$ cat src/rtl/deint_ddr_arbiter.sv
// ---------------------------------------------------------------------------
// deint_ddr_arbiter
//
// Shares one DDR3 MIG user (app_*) interface between the deinterleaver's
// branch-write requester (input FIFO drain) and branch-read requester
// (output FIFO fill). Runs entirely in the MIG ui_clk domain.
//
// Behaviour summary:
//   - No traffic until init_calib_complete; losing calibration at any time
//     forces the CALIB state and suppresses the command of that cycle.
//   - Round-robin arbitration between the two requesters, each tenure being
//     limited to MAX_BURST commands. Every tenure change passes through a
//     one-cycle IDLE bubble in which no command is issued.
//   - Write command and write data are issued in lockstep (app_en together
//     with app_wdf_wren/app_wdf_end), so the MIG write FIFO never gets ahead
//     of or behind the command queue.
//   - Reads in flight are counted; the read requester is throttled at
//     MAX_OUTSTANDING. A read return with nothing in flight sets a sticky
//     error flag.
//
// Ports:
//   clk, sys_rst_n            ui_clk and asynchronous active-low reset
//   init_calib_complete       MIG calibration done
//   wr_req/wr_addr/wr_data    write requester word, wr_gnt = accepted now
//   rd_req/rd_addr            read requester address, rd_gnt = accepted now
//   rd_valid/rd_data          read return, straight from the MIG
//   app_*                     MIG user interface
//   outstanding               number of reads issued but not yet returned
//   rd_err                    sticky: unsolicited read return seen
// ---------------------------------------------------------------------------
module deint_ddr_arbiter #(
  parameter int ADDR_W          = 27,
  parameter int DATA_W          = 128,
  parameter int MAX_BURST       = 8,
  parameter int MAX_OUTSTANDING = 16
) (
  input  logic                                 clk,
  input  logic                                 sys_rst_n,
  input  logic                                 init_calib_complete,
  // write requester
  input  logic                                 wr_req,
  input  logic [ADDR_W-1:0]                    wr_addr,
  input  logic [DATA_W-1:0]                    wr_data,
  output logic                                 wr_gnt,
  // read requester
  input  logic                                 rd_req,
  input  logic [ADDR_W-1:0]                    rd_addr,
  output logic                                 rd_gnt,
  output logic                                 rd_valid,
  output logic [DATA_W-1:0]                    rd_data,
  // MIG user interface
  output logic [ADDR_W-1:0]                    app_addr,
  output logic [2:0]                           app_cmd,
  output logic                                 app_en,
  output logic [DATA_W-1:0]                    app_wdf_data,
  output logic                                 app_wdf_wren,
  output logic                                 app_wdf_end,
  output logic [DATA_W/8-1:0]                  app_wdf_mask,
  output logic                                 app_sr_req,
  output logic                                 app_ref_req,
  output logic                                 app_zq_req,
  input  logic                                 app_rdy,
  input  logic                                 app_wdf_rdy,
  input  logic [DATA_W-1:0]                    app_rd_data,
  input  logic                                 app_rd_data_valid,
  // status
  output logic [$clog2(MAX_OUTSTANDING+1)-1:0] outstanding,
  output logic                                 rd_err
);

  localparam int OUT_W = $clog2(MAX_OUTSTANDING + 1);
  localparam int BC_W  = $clog2(MAX_BURST + 1);

  // FSM encoding
  localparam logic [1:0] ST_CALIB = 2'd0;
  localparam logic [1:0] ST_IDLE  = 2'd1;
  localparam logic [1:0] ST_WRITE = 2'd2;
  localparam logic [1:0] ST_READ  = 2'd3;

  // Which requester held the interface last (round-robin pointer)
  localparam logic SERVED_WR = 1'b0;
  localparam logic SERVED_RD = 1'b1;

  localparam logic [2:0] CMD_WRITE = 3'b000;
  localparam logic [2:0] CMD_READ  = 3'b001;

  // burst_cnt value at which one more fire completes the tenure
  localparam logic [BC_W-1:0]  BURST_LAST = BC_W'(MAX_BURST - 1);
  localparam logic [BC_W-1:0]  BURST_ZERO = {BC_W{1'b0}};
  localparam logic [BC_W-1:0]  BURST_ONE  = BC_W'(1);
  localparam logic [OUT_W-1:0] OUT_MAX    = OUT_W'(MAX_OUTSTANDING);
  localparam logic [OUT_W-1:0] OUT_ZERO   = {OUT_W{1'b0}};
  localparam logic [OUT_W-1:0] OUT_ONE    = OUT_W'(1);

  logic [1:0]       r_state;
  logic [1:0]       w_state_nxt;
  logic [BC_W-1:0]  r_burst_cnt;
  logic [BC_W-1:0]  w_burst_nxt;
  logic             r_last_served;
  logic             w_last_nxt;
  logic [OUT_W-1:0] r_outstanding;
  logic [OUT_W-1:0] w_out_nxt;
  logic             r_rd_err;
  logic             w_rd_err_nxt;

  logic             w_out_room;
  logic             w_out_full;
  logic             w_wr_fire;
  logic             w_rd_fire;

  // Fire qualification. Calibration is part of the qualifier so that the
  // cycle in which calibration drops never issues a command, even though
  // the state register still shows WRITE/READ during that cycle.
  always_comb begin
    w_out_room = (r_outstanding < OUT_MAX);
    w_out_full = (r_outstanding == OUT_MAX);
    w_wr_fire  = (r_state == ST_WRITE) && init_calib_complete &&
                 wr_req && app_rdy && app_wdf_rdy;
    w_rd_fire  = (r_state == ST_READ) && init_calib_complete &&
                 rd_req && app_rdy && w_out_room;
  end

  // MIG command/data drive. Write command and write data share a single
  // fire term, so app_en is never raised in WRITE without app_wdf_wren.
  always_comb begin
    app_en       = w_wr_fire || w_rd_fire;
    app_wdf_wren = w_wr_fire;
    app_wdf_end  = w_wr_fire;
    app_wdf_data = wr_data;
    if (w_wr_fire) begin
      app_cmd = CMD_WRITE;
    end else begin
      // READ encoding is the resting value whenever no write is issued
      app_cmd = CMD_READ;
    end
    if (r_state == ST_WRITE) begin
      app_addr = wr_addr;
    end else begin
      app_addr = rd_addr;
    end
  end

  // Constant MIG controls: no masking, no self-refresh/refresh/ZQ requests
  assign app_wdf_mask = {(DATA_W/8){1'b0}};
  assign app_sr_req   = 1'b0;
  assign app_ref_req  = 1'b0;
  assign app_zq_req   = 1'b0;

  // Requester-side handshakes and zero-latency read return
  assign wr_gnt      = w_wr_fire;
  assign rd_gnt      = w_rd_fire;
  assign rd_valid    = app_rd_data_valid;
  assign rd_data     = app_rd_data;
  assign outstanding = r_outstanding;
  assign rd_err      = r_rd_err;

  // Arbitration FSM next-state, burst counter and round-robin pointer
  always_comb begin
    w_state_nxt = r_state;
    w_burst_nxt = r_burst_cnt;
    w_last_nxt  = r_last_served;
    if (!init_calib_complete) begin
      w_state_nxt = ST_CALIB;
    end else begin
      case (r_state)
        ST_CALIB: begin
          w_state_nxt = ST_IDLE;
        end
        ST_IDLE: begin
          // Both pending: serve the one that did not go last
          if (wr_req && rd_req) begin
            w_burst_nxt = BURST_ZERO;
            if (r_last_served == SERVED_RD) begin
              w_state_nxt = ST_WRITE;
              w_last_nxt  = SERVED_WR;
            end else begin
              w_state_nxt = ST_READ;
              w_last_nxt  = SERVED_RD;
            end
          end else if (wr_req) begin
            w_state_nxt = ST_WRITE;
            w_burst_nxt = BURST_ZERO;
            w_last_nxt  = SERVED_WR;
          end else if (rd_req) begin
            w_state_nxt = ST_READ;
            w_burst_nxt = BURST_ZERO;
            w_last_nxt  = SERVED_RD;
          end else begin
            w_state_nxt = ST_IDLE;
          end
        end
        ST_WRITE: begin
          if (w_wr_fire) begin
            w_burst_nxt = r_burst_cnt + BURST_ONE;
          end else begin
            w_burst_nxt = r_burst_cnt;
          end
          // A stalled MIG simply holds here with the request still up
          if (!wr_req || (w_wr_fire && (r_burst_cnt == BURST_LAST))) begin
            w_state_nxt = ST_IDLE;
          end else begin
            w_state_nxt = ST_WRITE;
          end
        end
        ST_READ: begin
          if (w_rd_fire) begin
            w_burst_nxt = r_burst_cnt + BURST_ONE;
          end else begin
            w_burst_nxt = r_burst_cnt;
          end
          // Give way to writes when reads are throttled by the in-flight cap;
          // with no writer waiting, keep the tenure and wait for returns.
          if (!rd_req || (w_rd_fire && (r_burst_cnt == BURST_LAST)) ||
              (w_out_full && wr_req)) begin
            w_state_nxt = ST_IDLE;
          end else begin
            w_state_nxt = ST_READ;
          end
        end
        default: begin
          w_state_nxt = ST_CALIB;
        end
      endcase
    end
  end

  // In-flight read accounting and unsolicited-return detection. Returns are
  // counted in every state, including CALIB, so the count survives a
  // recalibration.
  always_comb begin
    w_out_nxt = r_outstanding;
    if (app_rd_data_valid && (r_outstanding == OUT_ZERO)) begin
      w_rd_err_nxt = 1'b1;
    end else begin
      w_rd_err_nxt = r_rd_err;
    end
    case ({w_rd_fire, app_rd_data_valid})
      2'b10: begin
        // fire only happens below OUT_MAX, so no overflow
        w_out_nxt = r_outstanding + OUT_ONE;
      end
      2'b01: begin
        if (r_outstanding != OUT_ZERO) begin
          w_out_nxt = r_outstanding - OUT_ONE;
        end else begin
          w_out_nxt = r_outstanding;
        end
      end
      default: begin
        // idle, or an issue and a return cancelling each other
        w_out_nxt = r_outstanding;
      end
    endcase
  end

  // State registers
  always_ff @(posedge clk or negedge sys_rst_n) begin
    if (!sys_rst_n) begin
      r_state       <= ST_CALIB;
      r_burst_cnt   <= BURST_ZERO;
      r_last_served <= SERVED_RD;
      r_outstanding <= OUT_ZERO;
      r_rd_err      <= 1'b0;
    end else begin
      r_state       <= w_state_nxt;
      r_burst_cnt   <= w_burst_nxt;
      r_last_served <= w_last_nxt;
      r_outstanding <= w_out_nxt;
      r_rd_err      <= w_rd_err_nxt;
    end
  end

endmodule

$ cat config.mk
export PLATFORM = sky130hd
export DESIGN_NAME = deint_ddr_arbiter
export DESIGN_NICKNAME = d
export VERILOG_FILES = /design/src/rtl/deint_ddr_arbiter.sv
export SDC_FILE = /design/constraint.sdc
export NUM_CORES = 1
export LEC_CHECK = 0
export BUFFER_PORTS_ARGS = -buffer_cell sky130_fd_sc_hd__buf_2
export CAP_MARGIN = 20
export CORE_AREA = 2 2 244 246
export DETAILED_ROUTE_END_ITERATION = 8
export DIE_AREA = 0 0 246 248
export PLACE_DENSITY = 0.3
export SYNTH_ARGS = -nofsm -noshare
export SYNTH_HDL_FRONTEND = slang
export SYNTH_SLANG_ARGS = --single-unit
export TNS_END_PERCENT = 50
$ cat constraint.sdc
create_clock -name clk -period 4.2 [get_ports clk]
set_input_delay 0.42 -clock clk [delete_from_list [all_inputs] [get_ports clk]]
set_output_delay 0.42 -clock clk [all_outputs]
set_load 0.1 [all_outputs]
# After elaboration in Yosys (flattened, before gate mapping)
# Index checks and enable logic that the tools add are counted.
# word_totals
reg_bits,13
inputBits,318
output_inout_bits,317
word_cells,70
# op_classes
addsub,3
n_lt_le_gt_ge,1
n_eq_ne,11
muxes,22
reduce_logical,28
# op_table
op,count
two-way mux 27 bit,1
two-way mux 4 bit,5
logical AND 1 bit,13
two-way mux 2 bit,6
one-hot mux 4 bit (3 select lines),1
one-hot mux 5 bit (2 select lines),1
one-hot mux 2 bit (4 select lines),1
== test 2 bit (second input constant),3
two-way mux 1 bit,6
inequality test 2 bit (second input constant),3
nonzero test 3 bit,2
adder 5 x 1 -> 5 bit (second input constant),1
== test 5 bit (second input constant),1
zero test 5 bit,1
less-than comparator 5 bit (second input constant),1
two-way mux 5 bit,1
AND reduction 5 bit,1
nonzero test 5 bit,1
subtractor 5 x 1 -> 5 bit (second input constant),1
adder 4 x 1 -> 4 bit (second input constant),1
== test 2 x 1 -> 1 bit (second input constant),2
== test 4 x 3 -> 1 bit (second input constant),1
logical OR 1 bit,4
inequality test 4 bit (second input constant),1
5 further kinds,6

# Longest topological paths before layout
# depth
word_depth,11
depth_mapped,8

# Worst setup path after synthesis
# No wires, ideal clock.
# synth_path
kind,register to register
start,"reg r_outstanding[4], in the netlist outstanding[4]"
end,reg r_burst_cnt[3]
arrival_ps,3480
required_time_ps,4071
path_slack_ps,592
path_stages_with_launch,5
period_less_slack_ps,3608
path_cell_list,dfrtp_1 > nand3b_2 > o22ai_1 > o21ai_2 > a221o_1
# synth_via
elab_chain_len,4
# synth_rtl
element,line,source
from (decl),101,logic [OUT_W-1:0] r_outstanding;
from (signal assigned),268,r_outstanding <= w_out_nxt;
less-than comparator 5 bit,115,w_out_room = (r_outstanding < OUT_MAX);
logical AND 1 bit,120,rd_req && app_rdy && w_out_room;
inequality test 2 bit (no source line),-,
AND reduction 5 bit (no source line),-,
to (signal assigned),266,r_burst_cnt <= w_burst_nxt;
to (decl),97,logic [BC_W-1:0] r_burst_cnt;
# No other way between the ends.
# A chain may end at the register's enable or synchronous reset.

# Worst setup path after layout
# layout_path
start,reg r_state[1]
end,out app_addr[14]
# layout_via
elab_chain_len,2
# layout_rtl
element,line,source
from (decl),95,logic [1:0] r_state;
from (signal assigned),265,r_state <= w_state_nxt;
== test 2 bit,136,if (r_state == ST_WRITE) begin
two-way mux 27 bit,136,
to (decl),52,"output logic [ADDR_W-1:0] app_addr,"
# No other way between the ends.

==> flow_summary.toml <==
[power]
total_leakage_power_nw = 1.03
finalPower_mw = 1.27
vdd_ir_drop_max_uv = 200
power.density_cell_area_nw_per_um2 = 449

[cells_and_area]
final_cells = 1011
finish.instance_area_um2 = 2830
final_net_count = 561
fin_util_pct = 4.84
flow.area_growth_from_synthesis_pct = -13.5
layout-drive-gt1-share_pct = 62.4

[sta]
worst_slew_margin_rel_pct = 40.3
max_freq_ghz = 0.394
tmin_final_ns = 2.54
timing_worst_slew_pin_value_ns = 0.887
rsz0062_at_grt = "false"
skew_ns = 0.00227
final_hold_viol_count = 0
setup_slack_ns = 1.66
timing.final.max_slew_violations = 0
hold_slack_ns = 0.0945
totalNegativeSetupSlack_ns = 0
setup-violations-final = 0
final_min_period_over_clock_period_pct = 60.5

[route]
firstDrtPassIters = 4
vias = 1833
routedWlPerCell_um = 11.6
first_iter_violations = 108
detail_route.vias_per_cell = 1.81
route.antenna.remaining_nets = 0
postRouteWirelength_um = 11700
number_of_drc_violations_after_detailed_routing = 0

[synth]
synth_compound_gate_area_share_pct = 4.78
synthSimpleGateAreaFrac_pct = 5.55
synth_seq_cells = 13
postSynthCellCount = 392
post_synth_fa_ha_maj_area_fraction_pct = 2.14
cell_area_synth_um2 = 3270
post_synth.cell_area_avg_um2 = 8.34
yosys-mux-area-fraction_pct = 10.9
synth_edf_count = 0
ys.warnings.count = 0
synthFlopType = "dfrtp_1"
synth_xor_area_share_pct = 0.804
synth_top_family_by_area = "buffers and inverters"
ys_seq_area_share_pct = 9.99
ys_async_sr_fraction_pct = 100
synth.lib_cells_used.distinct = 46

[setup_path]
worst-setup-path-type = "reg2out"
path_delay_family = "buffers and inverters"
worst_path_largest_cell_delay_ns = 0.48
r2r_end = "outstanding[4]"
cp.buffers_inverters = 3
timing.critical_path.to_type = "output pin"
critical_path_depth = 5
worst_r2r_setup_slack_ns = 1.66
cp_max_fo = 21
cp_slowest_cell = "dfrtp_1"
crit-reg2reg-launch = "r_state[1]"
r2r_cells = 8
crit_chain = "or2b_1 -> buf_16 -> buf_4 -> mux2_2 -> buf_2"
startpoint_type = "register"
critical_path_required_ns = 3.78
cp_data_arrival_time_ns = 2.12

[grt]
grt_start_max_net_pins = 26
gr-usage-met1_pct = 4.48
gr-usage-met3_pct = 3.72
wire_length_of_the_first_global_routing_pass_um = 14600
routing_layer_with_the_top_usage_in_global_route = "met1"
use_met2_pct = 3.05
number_of_global_route_vias_before_repair = 1839
total_congestion_overflow = 0
antenna_found_initial = 0
overall_routing_resource_usage_pct = 3.55

[clock_network]
cts_max_path_buffers = 2
insertion_delay_ns = 0.25
cts_tree = "built"
path_clk_slew_ns = 0.05
post-cts-setup-buffers = 0
clock_tree.root_cell = "clkbuf_16"
cts.sink_count = 13
ctsResizeCount = 0
htree_levels = 1
total_cts_buffers = 3
holdBufCountCts = 0

[hold_path]
hold_class = "in2async"

[floorplan]
pin_count = 635
placeableCoreArea_um2 = 58500
die-area_um2 = 61000
floorplan.initialDensity_pct = 5.59
die_span_in_y_um = 248
die_w_um = 246
row_count = 89

[run_status]
status = "finished clean"

[placed_design]
place_hpwl_um = 10100
placed_instance_area_um2 = 2720
dp.cells = 1005
gpl.final_weighted_congestion = 0.675
buffer_ports.inserted = 101
place_ws_ns = 1.47

[run]
max_cap_viol_count = 0
==> cell usage in the layout, fill, tap and decap left out, types with 4 or more instances in the layout <==
master / count
conb_1: 21
dfrtp_1: 12
inv_1: 6
nor2_1: 4
ha_1: 4
mux2_2: 28
buf_2: 101
==> cell families after synthesis <==
family | after synthesis
AO/OA/AOI/OAI | 21
XOR/XNOR | 3
adder cells (fa/ha/maj) | 5
buffers and inverters | 290
flip-flops | 13
multiplexers | 31
other | 1
AND/OR/NAND/NOR | 28
==> where the power goes <==
part           internal [mW]  switching [mW]  total (mW)  leakage (nW)
clock                  0.129          0.0656       0.195        0.0382
combinational          0.200           0.656       0.856         0.831
sequential             0.167          0.0513       0.219         0.161
total                  0.496           0.773        1.27          1.03
==> worst register-to-register path, delay by kind of cell, from the launching register on <==
kind	cells	cell delay [ns]
DFF	1	0.48
AOI/OAI and AO/OA	4	1.12
buffers and inverters	1	0.14
adders and majority gates	1	0.33
and+or+nand+nor	2	0.34
==> worst max path at each step <==
stage                          end            from
floorplan           r_burst_cnt[3]  outstanding[4]
global placement      app_addr[17]      r_state[1]
detailed placement    app_addr[19]      r_state[1]
CTS                   app_addr[19]      r_state[1]
global route        outstanding[4]      r_state[1]
finish                app_addr[14]      r_state[1]
==> registers in the layout (all words and copies together) (netlist names) <==
signal and count:
r_last_served 1, r_state 2, outstanding 5, r_burst_cnt 4, rd_err 1
==> synth_stat cells (2+ instances only) <==
cell / number / area, µm²
ha_1: 4 / 50.1
nand3_1: 3 / 15.0
a31oi_1: 3 / 18.8
nor2b_1: 3 / 18.8
a221o_1: 2 / 20.0
nor2_1: 4 / 15.0
nand3b_1: 2 / 15.0
mux2_4: 2 / 30.0
inv_1: 6 / 22.5
mux2_2: 28 / 315
buf_2: 2 / 10.0
and3_1: 2 / 12.5
buf_4: 280 / 2100
nand2_1: 3 / 11.3
o21ai_0: 3 / 15.0
a21oi_1: 2 / 10.0
xnor2_1: 3 / 26.3
dfrtp_1: 12 / 300
==> layer usage <==
metal,up-vias,wire [µm]
met5,-,0
met1,762,4900
met3,110,2430
li1,654,-
met4,0,894
met2,307,3510
==> area by class of cell <==
type,instances,area (µm²)
clock buffers,4,78.8
multi-input cells,109,875
inverters,6,22.5
repair buffers,105,556
flip-flops and latches,13,327
fillers,6930,55600
diodes,1,2.50
well taps,773,967
(Power assumes the default switching activity.)
